[config.mk]
export PLATFORM = sky130hd
export DESIGN_NAME = store_merge_ctrl
export DESIGN_NICKNAME = d
export VERILOG_FILES = /design/src/rtl/store_merge_ctrl.sv
export SDC_FILE = /design/constraint.sdc
export NUM_CORES = 1
export LEC_CHECK = 0
export CELL_PAD_IN_SITES_DETAIL_PLACEMENT = 1
export CELL_PAD_IN_SITES_GLOBAL_PLACEMENT = 2
export CORE_MARGIN = 2
export CORE_UTILIZATION = 25
export CTS_BUF_LIST = sky130_fd_sc_hd__clkbuf_16
export CTS_CLUSTER_SIZE = 24
export DETAILED_ROUTE_END_ITERATION = 10
export MAX_ROUTING_LAYER = met4
export PLACE_DENSITY = 0.8
export SETUP_SLACK_MARGIN = 0.1
export SYNTH_ARGS = -nofsm -noshare
export SYNTH_HDL_FRONTEND = slang
export SYNTH_SLANG_ARGS = --single-unit
[constraint.sdc]
create_clock -name clk -period 2.8 [get_ports clk]
set_input_delay 0.56 -clock clk [delete_from_list [all_inputs] [get_ports clk]]
set_output_delay 0.56 -clock clk [all_outputs]
set_load 0.05 [all_outputs]
[src/rtl/store_merge_ctrl.sv]
// Store-path controller: word stores go straight to memory, sub-word stores
// read-modify-write the aligned word, and misaligned/invalid requests raise a one-cycle exception.
module store_merge_ctrl #(
    parameter int unsigned READ_LAT = 1
) (
    input  logic        clk,
    input  logic        reset,
    input  logic        start,
    input  logic [1:0]  store_type,
    input  logic [31:0] addr,
    input  logic [31:0] B_out,
    input  logic [31:0] mem_rdata,
    output logic [31:0] mem_addr,
    output logic        mem_wr,
    output logic [31:0] mem_wdata,
    output logic        busy,
    output logic        done,
    output logic        misalign_exc
);

    localparam logic [1:0] ST_SW = 2'b00;
    localparam logic [1:0] ST_SH = 2'b01;
    localparam logic [1:0] ST_SB = 2'b10;
    localparam int unsigned CNT_W = 3;
    localparam logic [CNT_W-1:0] CNT_LAST = CNT_W'(READ_LAT);

    typedef enum logic [2:0] {
        IDLE,
        READ,
        WRITE,
        DONE,
        EXC
    } state_t;

    state_t           state;
    logic [CNT_W-1:0] cnt;
    logic [31:0]      addr_q;
    logic [1:0]       type_q;
    logic [31:0]      b_q;
    logic             req_bad;

    // Replace the addressed byte or halfword of the read word with store data.
    function automatic logic [31:0] merge_word(input logic [31:0] rdata,
                                               input logic [31:0] b,
                                               input logic [1:0]  typ,
                                               input logic [1:0]  a);
        logic [31:0] w;
        w = rdata;
        if (typ == ST_SB) begin
            w[{a, 3'b000} +: 8] = b[7:0];
        end else begin
            w[{a[1], 4'b0000} +: 16] = b[15:0];
        end
        return w;
    endfunction

    always_comb begin
        req_bad = 1'b0;
        case (store_type)
            ST_SW:   req_bad = (addr[1:0] != 2'b00);
            ST_SH:   req_bad = addr[0];
            ST_SB:   req_bad = 1'b0;
            default: req_bad = 1'b1;
        endcase
    end

    always_ff @(posedge clk) begin
        if (reset) begin
            state        <= IDLE;
            cnt          <= '0;
            addr_q       <= '0;
            type_q       <= '0;
            b_q          <= '0;
            mem_addr     <= '0;
            mem_wr       <= 1'b0;
            mem_wdata    <= '0;
            busy         <= 1'b0;
            done         <= 1'b0;
            misalign_exc <= 1'b0;
        end else begin
            mem_wr       <= 1'b0;
            done         <= 1'b0;
            misalign_exc <= 1'b0;
            case (state)
                IDLE: begin
                    mem_addr  <= '0;
                    mem_wdata <= '0;
                    busy      <= 1'b0;
                    if (start) begin
                        addr_q <= addr;
                        type_q <= store_type;
                        b_q    <= B_out;
                        busy   <= 1'b1;
                        cnt    <= '0;
                        if (req_bad) begin
                            state        <= EXC;
                            misalign_exc <= 1'b1;
                        end else if (store_type == ST_SW) begin
                            state     <= WRITE;
                            mem_wr    <= 1'b1;
                            mem_addr  <= {addr[31:2], 2'b00};
                            mem_wdata <= B_out;
                        end else begin
                            state    <= READ;
                            mem_addr <= {addr[31:2], 2'b00};
                        end
                    end
                end
                // Hold the read address READ_LAT+1 cycles, then capture the merged word.
                READ: begin
                    if (cnt == CNT_LAST) begin
                        state     <= WRITE;
                        mem_wr    <= 1'b1;
                        mem_wdata <= merge_word(mem_rdata, b_q, type_q, addr_q[1:0]);
                    end else begin
                        cnt <= cnt + CNT_W'(1);
                    end
                end
                WRITE: begin
                    state     <= DONE;
                    done      <= 1'b1;
                    mem_addr  <= '0;
                    mem_wdata <= '0;
                end
                DONE: begin
                    state <= IDLE;
                    busy  <= 1'b0;
                end
                EXC: begin
                    state <= IDLE;
                    busy  <= 1'b0;
                end
                default: begin
                    state <= IDLE;
                    busy  <= 1'b0;
                end
            endcase
        end
    end

endmodule

# [Word-level counts from Yosys, hierarchy flattened]
# Index checks and enable logic that the tools add are counted.
[op_classes] n_mux=29 n_reduce_logical=12 n_eq_ne=9 shift=4 n_bitwise=2 add_sub_neg=3
[ops] cell="two-way mux 32 bit" n=7
[ops] cell="case mux 32 bit (3 select lines)" n=1
[ops] cell="bitwise mux 32 bit" n=2
[ops] cell="case mux 32 bit (2 select lines)" n=1
[ops] cell="variable shift 16 x 7 -> 32 bit, first input constant" n=1
[ops] cell="variable shift 8 x 7 -> 32 bit, first input constant" n=1
[ops] cell="variable part select 16 x 7 -> 32 bit" n=1
[ops] cell="variable part select 8 x 7 -> 32 bit" n=1
[ops] cell="two-way mux 3 bit" n=5
[ops] cell="negation 5 -> 7 bit" n=2
[ops] cell="case mux 3 bit (3 select lines)" n=1
[ops] cell="two-way mux 1 bit" n=7
[ops] cell="equality test 3 x 1 -> 1 bit, second input constant" n=2
[ops] cell="!= test 2 bit, second input constant" n=3
[ops] cell="case mux 3 bit (2 select lines)" n=1
[ops] cell="AND reduction 2 bit" n=3
[ops] cell="nonzero test 2 bit" n=3
[ops] cell="equality test 2 bit, second input constant" n=2
[ops] cell="case mux 1 bit (2 select lines)" n=2
[ops] cell="adder 3 x 1 -> 3 bit, second input constant" n=1
[ops] cell="equality test 3 x 2 -> 1 bit, second input constant" n=1
[ops] cell="logical NOT 3 bit" n=1
[ops] cell="case mux 1 bit (3 select lines)" n=1
[ops] cell="AND reduction 3 bit" n=1
[ops] cell="7 further kinds" n=8
[totals] elab_cells=70 out_inout_bits=68 register_bits=94

# [Logic depth before layout (Yosys ltp)]
# Gate-level depths: netlist of run 1.
[depth] ltp_word=6 depth_mapped=9 mapped_depth_nobuf=6

# [Worst setup path after synthesis of run 1]
# Ideal clock, no wire load.
[synth_path] path_kind="reg-to-reg" startpoint="register addr_q[1]" endpoint="register mem_wdata[10]" path_stages_with_launch=10 t_arrival_ns=2.202 setup_slack_ns=0.476 path_buffers=3 synth_period_minus_slack_ns=2.324 required_ns=2.678 path_cell_list="dfxtp_1 > buf_2 > buf_2 > inv_1 > ha_1 > and4b_1 > clkbuf_1 > a221oi_1 > a211oi_1 > a221o_1"
[synth_between] elab_chain_len=6
[synth_lines] item="start: declaration" line_no="37" source="logic [31:0] addr_q;"
[synth_lines] item="start signal: assignment" line_no="90" source="addr_q <= addr;"
[synth_lines] item="negation 5 -> 7 bit, on equally long branches" line_no="52, 50"
[synth_lines] item="variable part select 16 x 7 -> 32 bit, or another cell as far along" line_no="52" source="w[{a[1], 4'b0000} +: 16] = b[15:0];"
[synth_lines] item="bitwise mux 32 bit, on equally long branches" line_no="52, 50"
[synth_lines] item="two-way mux 32 bit (*)" line_no="49" source="if (typ == ST_SB) begin"
[synth_lines] item="two-way mux 32 bit (*)" line_no="111" source="if (cnt == CNT_LAST) begin"
[synth_lines] item="case mux 32 bit (3 select lines) (*)" line_no="84" source="case (state)"
[synth_lines] item="end signal: assignment" line_no="102" source="mem_wdata <= B_out;"
[synth_lines] item="end signal: assignment" line_no="114" source="mem_wdata <= merge_word(mem_rdata, b_q, type_q, addr_q[1:0]);"
[synth_lines] item="end: declaration" line_no="15" source="output logic [31:0] mem_wdata,"
# Mark *: on every way between the ends. The rest lies on a longest branch, timed or not. The select of a mux whose other input is x is not followed.
# A chain may end at the register's enable or synchronous reset.

# [Worst setup path in the final report of run 1]
[layout_path] startpoint="register addr_q[1]" endpoint="register mem_wdata[16]"
# Same word-level chain as after synthesis.

==> results by group, run 1 <==
Cells and area
  • Nets: 725
  • Syn-to-layout area delta: 50.8%
  • Finished Core Util: 38.1%
  • Layout cell share with drive strength beyond 1: 7.56%
  • Fin cells: 847
  • ANT cells: 0

Clock network
  • Max clock buf depth: 2
  • CTS tree: yes
  • Clock transition at path regs: approximately 0.07 ns
  • CTS H-tree depth: 3
  • Worst skew pair latency: 0.35 ns
  • CTS sink count: roughly 90
  • Root Driver: clkbuf_16
  • CTS Buf Count: 9
  • Post-CTS Setup Inserts: 0
  • Resize count post-CTS: 0
  • Hold Buf Count CTS: 0

Worst setup path
  • Terminus of the critical flop-to-flop path: mem_wdata[16]
  • Max FO, Critical Path: 28
  • Reg2Reg Launch Point: addr_q[1]
  • Req. time, crit path: approximately 3 ns
  • R2R cell count: 6
  • R2R Setup Slk: ~0.53 ns
  • Worst setup SP type: flop
  • CP Data Arrival Time: 2.56 ns
  • Crit Path Category: reg2reg
  • Crit end category: flop

Die
  • Die outline height: 136 um
  • Site Rows: 48
  • Die X-Extent: 136 um
  • Die area: 18400 sq um
  • I/O pin total: 169
  • Initial Util: 25.3%
  • Placeable Area: ~17000 sq um

Synth
  • Yosys cell types: 43
  • Synthesis-stage register bit count: roughly 90
  • Syn Inst Count: approximately 470
  • Warnings from Yosys: 0
  • Cell Area, Synth: 4320 sq um
  • Seq/Total Area, Yosys: a little over two fifths
  • Avg Inst Size Synth: 9.12 sq um

Placed design
  • Post-DP HPWL: between 10000 and 15000 um
  • Number of port buffers: 166
  • GPL Wtd Cong: 0.804
  • Post-Place Cells: 831

Drt
  • # DRC: 0
  • Met3 WL: 1260 um
  • Vias per std cell: 5.14
  • Routed met1 length: 6680 um
  • DRT antenna net count: 0
  • Initial DRC count: ~200
  • Uppermost layer routed: met4
  • Routed met2 length: 7550 um
  • Vias: 4353
  • 1st-pass router iterations: 4
  • Drt total wl: 15700 um
  • Routed len/inst: roughly 18 um

Worst hold path
  • Min-delay src: mem_wdata[1]
  • Hold path endpoint: mem_wdata[1]
  • Worst Hold Depth: 2
  • Worst min-delay path category: reg2reg

Power and ir drop
  • Leak Pwr: approximately 2.3 nW
  • Power Dens Cells: 540 nW/um^2
  • Worst VDD drop: around 0.31 mV

Global routing
  • Pin count of the biggest net entering global routing: 50
  • Total grt overflow: 0
  • Initial antenna violation count: 0
  • First-pass GRT wire length: around 25000 um
  • Vias in the first global route: 4661
  • GRT Total Usage: 17.6%

Status
  • Status: finished clean

Job
  • Max Cap Viol: 0

Timing
  • Setup tns final: 0 ns
  • RSZ-0062 raised after global routing: false
  • Slew Limit Fails: 0
  • Final setup fails: 0
  • Max_slew headroom: 58.0%
  • Setup clock skew after layout: ~0.0095 ns
  • Slew @ Worst Pin: 0.630 ns
  • Final cycle utilization of the critical path: about four fifths
  • Post-route minimum period: 2.27 ns
  • Fin. Hold Viols: 0
  • Fmax: 440 MHz
synth_stat cells, drive strengths merged:
cell type | count | area [sq um]
ha | 7 | 87.6
mux2i | 26 | 260
nor2b | 12 | 75.1
o31ai | 1 | 7.51
nand2b | 3 | 18.8
and3b | 1 | 8.76
clkbuf | 34 | 128
dfxtp | 92 | 1840
a21oi | 20 | 100
or3 | 1 | 6.26
a22oi | 9 | 97.6
a211oi | 18 | 135
and2 | 1 | 6.26
or4b | 1 | 13.8
conb | 1 | 3.75
nor3b | 2 | 31.3
mux2 | 2 | 22.5
inv | 6 | 22.5
nand2 | 52 | 195
nand3 | 16 | 80.1
a21boi | 1 | 11.3
a31oi | 1 | 6.26
nand4bb | 1 | 11.3
nor2 | 48 | 180
or2 | 1 | 6.26
nand3b | 2 | 15.0
nor3 | 7 | 35.0
o32ai | 1 | 8.76
nor4bb | 1 | 10.0
o21ai | 8 | 40.0
nor4 | 1 | 6.26
a221oi | 25 | 219
buf | 15 | 113
and4b | 1 | 10.0
or3b | 1 | 8.76
a221o | 16 | 160
a2111oi | 1 | 8.76
a32oi | 38 | 333
worst max path at each step:
stage,startpoint,end,cells after the start
after floorplan,addr_q[1],mem_wdata[10],9
after global placement,addr[0],mem_wdata[0],6
after detailed placement,addr[0],mem_wdata[4],6
after CTS,addr_q[1],mem_wdata[16],6
after global routing,addr_q[1],mem_wdata[21],6
final,addr_q[1],mem_wdata[16],6
power breakdown:
group	internal [W]	total, W	switching [W]
clock	0.000870	0.00140	0.000529
combinational	0.000303	0.000700	0.000396
sequential	0.00136	0.00142	0.0000635
metrics by stage:
step	setup slack, ns	hold WS [ns]	cell area, sq um	total power, W
after global placement	0.476	0.451	6180	0.00213
after floorplan	0.476	0.448	4330	0.00183
after global routing	0.266	0.485	6520	0.00368
after CTS	0.508	0.466	6520	0.00357
after detailed placement	0.394	0.452	6180	0.00216
final	0.525	0.464	6520	0.00352
worst max-delay path, cell delays in order, from the launching register on:
cell	delay, ns
dfxtp_1	0.33
buf_4	0.41
ha_1	0.47
nand4bb_1	0.15
nor2_1	0.48
a221oi_1	0.23
o21ai_1	0.14
cell families (layout without fill, tap and decap cells):
logic type / Yosys count / after routing / share of synthesized area, %
buffers and inverters: 55 / 202 / 6.08
DFF: 92 / 92 / 42.6
AOI/OAI and AO/OA: 139 / 139 / 26.1
and+or+nand+nor: 152 / 152 / 16.6
adders and majority gates: 7 / 7 / 2.03
muxes: 28 / 28 / 6.54
other: 1 / 2 / 0.0867
layout make-up:
cell class	count	area (sq um)
clock buffer	9	225
clock inverter	7	113
fill	1961	10600
inverter	6	22.5
multi-input combinational	328	2250
sequential	92	1840
tap	225	282
timing repair buffer	180	1790
per-layer routing:
layer,up-vias,track usage (%)
met5,-,-
met4,0,4.05
met2,167,29.2
met3,12,5.80
met1,2112,20.8
li1,2062,-
placed cells by master, fill, tap and decap left out, drive strengths merged, types with 16 or more instances in the layout:
| cell | n |
|---|---|
| a211oi | 18 |
| a21oi | 20 |
| a221o | 16 |
| a221oi | 25 |
| a32oi | 38 |
| clkdlybuf4s50 | 165 |
| dfxtp | 92 |
| mux2i | 26 |
| nand2 | 52 |
| nand3 | 16 |
| nor2 | 48 |
sequential cells by signal, summed over array words and instances, names as in the netlist:
name          cells
mem_wdata        32
mem_addr         30
b_q              16
cnt               3
state             3
addr_q            2
type_q            2
busy              1
done              1
mem_wr            1
misalign_exc      1
No activity file was read; power rests on OpenSTA's default activity.
==> run 2: changes to the inputs <==
CORE_UTILIZATION = 23   (was 25)
PLACE_DENSITY = 0.77   (was 0.8)
clock period = 1.9 ns   (was 2.8 ns; I/O delays follow)
==> run 2 against run 1 <==
Highest routed layer unchanged. Hold slack got worse by 0.12 ns. Setup slack got worse by 0.46 ns. Non-clock buffer count up 19. Utilization decreased by 1.1 points. Clock skew about the same. Clock power up 38%. Via count grew 2.3%. First-iteration DRC count fell by 13%. Clock-buffer cell count unchanged. Maximum frequency increased by 24%.
==> results by group, run 2 (synthesized netlist as in run 1, its figures left out) <==
Cells and area
  • Max reg flops: 32 (unchanged)
  • Top reg by flops: mem_wdata
  • Layout fillers: 2110 (+7.6%)
  • Syn-to-layout area delta: 59.1%
  • Commonest cells after routing, fill and taps aside: clkdlybuf4s50_1 (98), dfxtp_1 (89), nand2_1 (52), nor2_1 (47), buf_4 (44)
  • Largest regs: mem_wdata x32, mem_addr x30, b_q x16
  • ANT cells: 0 (unchanged)
  • Most common cell after layout, fill and taps aside: clkdlybuf4s50_1
  • Nets: 744 (+2.6%)
  • Finished Core Util: 37.0% (-1.1 points)
  • Layout cell share with drive strength beyond 1: 19.0% (+11 points)
  • Design area: 6880 sq um (+5.5%)

Worst setup path
  • R2R Setup Slk: 0.07 ns (-0.46 ns)
  • Max FO, Critical Path: 8 (-71%)
  • R2R cell count: 7 (+1)
  • Most frequent CP cell: buf_4
  • CP peak stage delay: 0.33 ns (-0.15 ns)
  • Buf/Inv on CP: 2 (+1)
  • Reg2Reg Launch Point: addr_q[0]
  • Crit end category: flop
  • Crit Path Category: reg2reg
  • Slowest-stage cell, CP: dfxtp_2
  • Terminus of the critical flop-to-flop path: mem_wdata[27]
  • Worst setup SP type: flop
  • CP Data Arrival Time: 2.06 ns (-0.50 ns)
  • Req. time, crit path: 2.13 ns (-0.95 ns)
  • Crit-path leading delay family: compound AO/OA/AOI/OAI gates
  • Worst path cell trace: buf_4, ha_2, nor4bb_2, buf_4, a221oi_1, a211oi_1, a221o_1

Worst hold path
  • Min-delay src: reset
  • Worst Hold Depth: 2 (unchanged)
  • Hold path endpoint: done
  • Worst min-delay path category: in2reg

Timing
  • Fmax: 547 MHz (+24%)
  • Setup clock skew after layout: 0.00984 ns (+0.000316 ns)
  • Final setup fails: 0 (unchanged)
  • Slew @ Worst Pin: 0.602 ns (-0.0276 ns)
  • Final cycle utilization of the critical path: 96.3% (+15 points)
  • Max_slew headroom: 59.9% (+1.8 points)
  • Slew Limit Fails: 0 (unchanged)
  • Fin. Hold Viols: 0 (unchanged)
  • RSZ-0062 raised after global routing: true
  • Hold Slack: 0.341 ns (-0.123 ns)
  • Post-route minimum period: 1.83 ns (-0.445 ns)

Global routing
  • First-pass GRT wire length: 25400 um (+2.7%)
  • Vias in the first global route: 4784 (+2.6%)
  • Initial antenna violation count: 0 (unchanged)
  • Pin count of the biggest net entering global routing: 35 (-30%)
  • GRT Total Usage: 16.7% (-0.89 points)
  • Total grt overflow: 0 (unchanged)

Drt
  • Vias: 4454 (+2.3%)
  • Vias per std cell: 5.09 (-0.95%)
  • # DRC: 0 (unchanged)
  • Initial DRC count: 171 (-13%)
  • 1st-pass router iterations: 4 (unchanged)
  • Drt total wl: 16700 um (+6.7%)
  • DRT antenna net count: 0 (unchanged)
  • Routed len/inst: 19.1 um (+3.2%)

Power and ir drop
  • Leak Pwr: 2.67 nW (+18%)
  • Final Power: 0.00515 W (+46%)
  • Power Dens Cells: 749 nW/um^2 (+39%)
  • Worst VDD drop: 0.423 mV (+35%)

Clock network
  • Root Driver: clkbuf_16
  • Clock transition at path regs: 0.07 ns (about the same)
  • CTS Buf Count: 9 (unchanged)
  • Worst skew pair latency: 0.35 ns (about the same)
  • CTS sink count: 92 (unchanged)
  • Hold Buf Count CTS: 0 (unchanged)
  • CTS H-tree depth: 3 (unchanged)
  • Max clock buf depth: 2 (unchanged)
  • CTS tree: yes

Placed design
  • GPL Wtd Cong: 0.751 (-6.5%)
  • Number of port buffers: 166 (unchanged)
  • DP Area: 6390 sq um (+3.3%)
  • Post-DP HPWL: 11900 um (+5.1%)

Die
  • Die area: 19900 sq um (+8.4%)
  • Site Rows: 50 (+4.2%)
  • Placeable Area: 18600 sq um (+8.6%)
  • Die X-Extent: 141 um (+4.1%)
  • Initial Util: 23.3% (-2.0 points)
  • I/O pin total: 169 (unchanged)
  • Die outline height: 141 um (+4.1%)

Status
  • Status: finished clean

Job
  • Max Cap Viol: 0 (unchanged)
-- run 2: worst max-delay path by stage --
stage / end / cells after the start / from
after floorplan: mem_wdata[8] / 9 / addr_q[1]
after global placement: mem_wdata[0] / 6 / start
after detailed placement: mem_wdata[5] / 6 / start
after CTS: mem_wdata[14] / 7 / addr_q[0]
after global routing: mem_wdata[27] / 7 / addr_q[0]
final: mem_wdata[27] / 7 / addr_q[0]
-- run 2: layout make-up --
type / count / area [sq um] / area share (%)
repair buffers: 199 / 1940 / 28.2
clock inverters: 7 / 81.3 / 1.18
multi-input cells: 328 / 2460 / 35.8
flip-flops and latches: 92 / 1850 / 26.9
well taps: 234 / 293 / 4.26
clock buffers: 9 / 225 / 3.27
inverters: 6 / 30.0 / 0.437
-- run 2: routing by layer --
| metal | vias up | GRT usage (%) | wire length (um) |
|---|---|---|---|
| li1 | 2113 | - | - |
| met1 | 2177 | 20.3 | 7390 |
| met2 | 148 | 27.1 | 7880 |
| met3 | 16 | 4.76 | 1190 |
| met4 | 0 | 4.84 | 237 |
| met5 | - | - | 0 |
-- run 2: timing repair --
action                     in CTS  in global routing
setup endpoints to repair      51                 33
gates cloned                    0                  3
buffers inserted                0                  1
gates resized for setup        43                 29
pin swaps                       3                 13
-- run 2: through the flow --
step / setup slack, ns / setup TNS (ns) / instances
final: 0.0703 / 0 / 875
after global routing: -0.0408 / -0.0418 / 875
after detailed placement: -0.264 / -6.11 / 855
after global placement: -0.198 / -4.68 / 855
after floorplan: 0.0523 / 0 / 475
after CTS: 0.103 / 0 / 871
-- run 2: power by group --
part	internal, W	switching, W	total, W
Combinational	0.000492	0.000635	0.00113
Sequential	0.00201	0.0000921	0.00210
Clock	0.00114	0.000790	0.00193
Total	0.00364	0.00152	0.00515
==> run 3: changes to the inputs <==
CORE_MARGIN = 5   (was 2)
==> run 3 against run 2 <==
Clock power fell by 7%. Utilization down 0.90 points. Wire length is 0.16% higher. Combinational power about the same. Non-clock buffer count fell by 2. Largest power group unchanged. Maximum frequency rose by 3.6%. Design area down 2.4%. Sequential share of layout area increased by 0.62 points. Setup slack gained 0.063 ns. First-iteration DRC count increased by 33%. Via count fell by 0.97%.
==> results by group, run 3 (synthesized netlist as in run 1, its figures left out) <==
Worst setup path
  • Max FO, Critical Path: 10 (+2)
  • R2R cell count: 7 (unchanged)
  • Critical Path Start: start
  • Terminus of the critical flop-to-flop path: mem_wdata[25]
  • Crit end category: flop
  • Reg2Reg Launch Point: addr_q[0]
  • CP Data Arrival Time: 2.06 ns (about the same)
  • R2R Setup Slk: 0.14 ns (+0.07 ns)
  • Worst setup SP type: input port
  • Crit Path Category: in2reg
  • Req. time, crit path: 2.19 ns (+0.06 ns)

Timing
  • Slew @ Worst Pin: 0.599 ns (-0.00263 ns)
  • Final cycle utilization of the critical path: 93.0% (-3.3 points)
  • Final setup fails: 0 (unchanged)
  • Fmax: 566 MHz (+3.6%)
  • Post-route minimum period: 1.77 ns (-0.0634 ns)
  • Max_slew headroom: 60.0% (+0.18 points)
  • Setup clock skew after layout: 0.00937 ns (-0.000471 ns)
  • RSZ-0062 raised after global routing: true
  • Fin. Hold Viols: 0 (unchanged)
  • Slew Limit Fails: 0 (unchanged)

Drt
  • Initial DRC count: 227 (+33%)
  • 1st-pass router iterations: 5 (+1)
  • Vias per std cell: 5.06 (-0.62%)
  • Vias: 4411 (-0.97%)
  • Routed len/inst: 19.2 um (+0.51%)
  • # DRC: 0 (unchanged)
  • Drt total wl: 16700 um (+0.16%)
  • DRT antenna net count: 0 (unchanged)

Worst hold path
  • Worst min-delay path category: in2reg
  • Min-delay src: reset
  • Hold path endpoint: misalign_exc
  • Worst Hold Depth: 2 (unchanged)

Die
  • Initial Util: 23.3% (unchanged)
  • Die area: 21600 sq um (+8.7%)
  • Die outline height: 147 um (+4.3%)
  • Placeable Area: 18600 sq um (unchanged)
  • Site Rows: 50 (unchanged)
  • I/O pin total: 169 (unchanged)
  • Die X-Extent: 147 um (+4.3%)

Global routing
  • GRT Total Usage: 15.7% (-1.1 points)
  • Pin count of the biggest net entering global routing: 35 (unchanged)
  • First-pass GRT wire length: 26400 um (+3.9%)
  • Initial antenna violation count: 0 (unchanged)
  • Vias in the first global route: 4750 (-0.71%)
  • Total grt overflow: 0 (unchanged)

Clock network
  • Clock transition at path regs: 0.07 ns (about the same)
  • CTS sink count: 92 (unchanged)
  • CTS H-tree depth: 3 (unchanged)
  • CTS Buf Count: 9 (unchanged)
  • Root Driver: clkbuf_16
  • Max clock buf depth: 2 (unchanged)
  • CTS tree: yes
  • Worst skew pair latency: 0.35 ns (about the same)

Cells and area
  • Most common cell after layout, fill and taps aside: clkdlybuf4s50_1
  • Layout cell share with drive strength beyond 1: 19.0% (-0.037 points)
  • Top reg by flops: mem_wdata
  • Fin cells: 872 (-0.34%)
  • Syn-to-layout area delta: 55.2%
  • Finished Core Util: 36.1% (-0.90 points)
  • Commonest cells after routing, fill and taps aside: clkdlybuf4s50_1 (99), dfxtp_1 (90), buf_4 (53), nand2_1 (52), nor2_1 (47)
  • Nets: 742 (-0.27%)
  • Largest regs: mem_wdata x32, mem_addr x30, b_q x16
  • Max reg flops: 32 (unchanged)

Placed design
  • Post-Place Cells: 855 (unchanged)
  • Post-DP HPWL: 12200 um (+2.4%)
  • Number of port buffers: 166 (unchanged)
  • GPL Wtd Cong: 0.838 (+12%)

Power and ir drop
  • Worst VDD drop: 0.435 mV (+2.8%)
  • Power Dens Cells: 746 nW/um^2 (-0.41%)
  • Leak Pwr: 2.59 nW (-2.7%)

Job
  • Max Cap Viol: 0 (unchanged)

Status
  • Status: finished clean
[run 3: cell count changes in the layout (fill, tap and decap cells not counted), sizes merged, moves of 2 or more]
| cell | before | now |
|---|---|---|
| clkinvlp | 0 | 2 |
| buf | 58 | 64 |
| dlygate4sd2 | 40 | 33 |
| clkinv | 5 | 2 |
[run 3: timing repair]
item / CTS / global route
hold buffers: 0 / 0
pin swaps: 0 / 5
endpoints found under the hold margin: 0 / 0
cloned: 0 / 1
setup endpoints to repair: 45 / 22
setup buffers: 0 / 1
gates resized for setup: 36 / 15
[run 3: power breakdown]
group / internal (W) / switching [W]
combinational: 0.000486 / 0.000618
clock: 0.00100 / 0.000802
sequential: 0.00201 / 0.0000908
[run 3: critical path, stage by stage]
cell and delay [ns]:
clkdlybuf4s50_1 0.49, or4b_4 0.49, nor3b_4 0.21, buf_6 0.15, buf_6 0.16, a32oi_1 0.07, nand3_1 0.11
[run 3: final cells by class]
cell class                 instances  area (sq um)
clock inverter                     5          55.1
inverter                           6          30.0
antenna                            1          2.50
sequential                        92          1840
fill                            2109         11900
tap                              234           293
timing repair buffer             197          1880
multi-input combinational        328          2380
clock buffer                       9           225
[run 3: worst max-delay path by stage]
| stage | end | slack [ns] | cells past startpoint |
|---|---|---|---|
| floorplan | mem_wdata[8] | 0.05 | 9 |
| global placement | mem_wdata[5] | -0.20 | 6 |
| detailed placement | mem_wdata[5] | -0.22 | 6 |
| CTS | mem_wdata[25] | 0.11 | 7 |
| global route | mem_wdata[28] | 0.05 | 7 |
| finish | mem_wdata[2] | 0.13 | 7 |
[run 3: per-stage QoR]
step	power (W)	setup slack [ns]	hold slack, ns	cell area [sq um]	setup TNS (ns)
2_1_floorplan	0.00273	0.0523	0.448	4430	0
3_3_place_gp	0.00322	-0.200	0.452	6360	-5.37
3_5_place_dp	0.00325	-0.216	0.458	6360	-5.91
4_1_cts	0.00506	0.108	0.342	6600	0
5_1_grt	0.00525	0.0538	0.375	6710	0
6_report	0.00501	0.134	0.360	6710	0
[run 3: layer usage]
| layer | global-route usage (%) | vias to the layer above | wire length, um |
|---|---|---|---|
| met5 | - | - | 0 |
| met2 | 24.2 | 154 | 7750 |
| li1 | - | 2100 | - |
| met4 | 5.08 | 0 | 231 |
| met3 | 5.43 | 17 | 1430 |
| met1 | 19.2 | 2140 | 7320 |
==> edit (config.mk and constraints of run 1) <==
The 5 states of `state_t` get a one-hot encoding in 5 bits.
--- a/src/rtl/store_merge_ctrl.sv
+++ b/src/rtl/store_merge_ctrl.sv
@@ -26,8 +26,8 @@
 
-    typedef enum logic [2:0] {
-        IDLE,
-        READ,
-        WRITE,
-        DONE,
-        EXC
+    typedef enum logic [4:0] {
+        IDLE  = 5'b00001,
+        READ  = 5'b00010,
+        WRITE = 5'b00100,
+        DONE  = 5'b01000,
+        EXC   = 5'b10000
     } state_t;
Formal check against the unedited RTL: no difference found for any inputs over 4 cycles, from zero or initial values and one cycle with reset high; so few cycles prove little.
==> edit against run 1 <==
- synthesized area increased by 8.4%
- total power increased by 6.6%
- setup slack got worse by 81 ps
- synthesized cell count increased by 4.9%
- core utilization decreased by 1.4 points
- sequential cell count increased by 2
- final area increased by 4.5%
- routed wire length increased by 14%
- cell count increased by 3.5%
- highest routed layer unchanged
==> edit: results (changes against run 1) <==
* Final Non-Filler Cells at 877 (+3.5%)
* Vias at 4,653 (+6.9%)
* Syn avg cell area at 9.436 um2 (+3.4%)
* HPWL Detailed at 12,750 um (+12%)
* Status: completed
* Final net count at 746 (+2.9%)
* Layout Skew at 9.175 ps (-0.3533 ps)
* First-pass GRT wire length at 27,520 um (+11%)
* Vias in the first global route at 4,972 (+6.7%)
* DP Area at 0.006518 mm2 (+5.4%)
* Rel. slew slack at 0.4739 (-0.1064)
* CP top delay family: compound AO/OA/AOI/OAI gates
* Overall routing resource usage at 0.1821 (+0.006042)
* Drt pass-1 iters at 5 (+1)
* Fill cell count at 2,082 (+6.2%)
* Largest net degree at the start of global routing at 66 (+32%)
* Crit path largest cell delay at 520 ps (+40 ps)
* Maximum vdd drop at 0.0003687 V (+18%)
* CP max FO at 12 (-57%)
* Switching share of total power at 0.3443 (+0.06362)
* RePlAce Congestion at 0.9671 (+20%)
* Critical-path top delay cell: dfxtp_2
* Initial DRC Count at 227 (+15%)
* Count of cell types in the netlist at 44 (+2.3%)
* Number of instances in the placed design at 860 (+3.5%)
* Area contributors post-synth: dfxtp_1 (40%), mux2i_1 (7.7%), a211o_1 (6.0%), a221oi_1 (6.0%), a311oi_1 (6.0%)
* CP Data Arrival Time at 2610 ps (+50 ps)
* Final wirelength at 17,790 um (+14%)
-- edit: final timing paths --
check                           slack [ps]   startpoint  cells after the start            end
worst max register to register         440    addr_q[1]                      7  mem_wdata[31]
worst min register to register         480  mem_addr[2]                      1    mem_addr[2]
worst max-delay path                   440    addr_q[1]                      7  mem_wdata[31]
worst min-delay path                   480  mem_addr[2]                      1    mem_addr[2]
-- edit: per-stage QoR --
stage / setup slack, ps / power, mW
floorplan: 421.9 / 2.149
global placement: 506.6 / 2.532
detailed placement: 392.8 / 2.562
CTS: 456.4 / 3.801
global route: 256.5 / 3.921
finish: 444.7 / 3.757
-- edit: kinds of logic after synthesis --
family | share of synthesized area
AOI/OAI and AO/OA | 0.3124
xor gates and xnor gates | 0.003736
adders and majority gates | 0.01868
buffers and inverters | 0.06724
DFF | 0.4013
muxes | 0.07684
other | 0.0007997
and+or+nand+nor | 0.1190
-- edit: power by group through the flow --
stage	sequential [mW]	combinational (mW)	clock, mW
after global routing	1.53	1.08	1.31
final	1.52	1.01	1.23
after global placement	1.54	0.988	0
after CTS	1.52	1.02	1.27
after detailed placement	1.55	1.01	0
after floorplan	1.75	0.401	0
-- edit: layout make-up --
type,instances,area (um2),share of cell area
repair buffers,185,1815,0.2663
well taps,234,292.8,0.04294
clock inverters,7,63.81,0.009360
inverters,8,30.03,0.004404
clock buffers,9,225.2,0.03303
multi-input cells,340,2507,0.3678
flip-flops and latches,94,1883,0.2762
-- edit: worst reg2reg max path: stages, from the launching register on --
cell and delay [ps]:
dfxtp_2 520, inv_1 140, ha_1 350, nor4bb_1 320, buf_4 210, a221oi_1 80
a211o_1 350, a311oi_1 290
-- edit: metal layers --
layer	global-route usage	vias up	routed length [um]
met5	-	-	0
met3	0.03668	22	996
li1	-	2231	-
met1	0.2288	2240	8067
met4	0.05105	0	335
met2	0.2986	160	8387
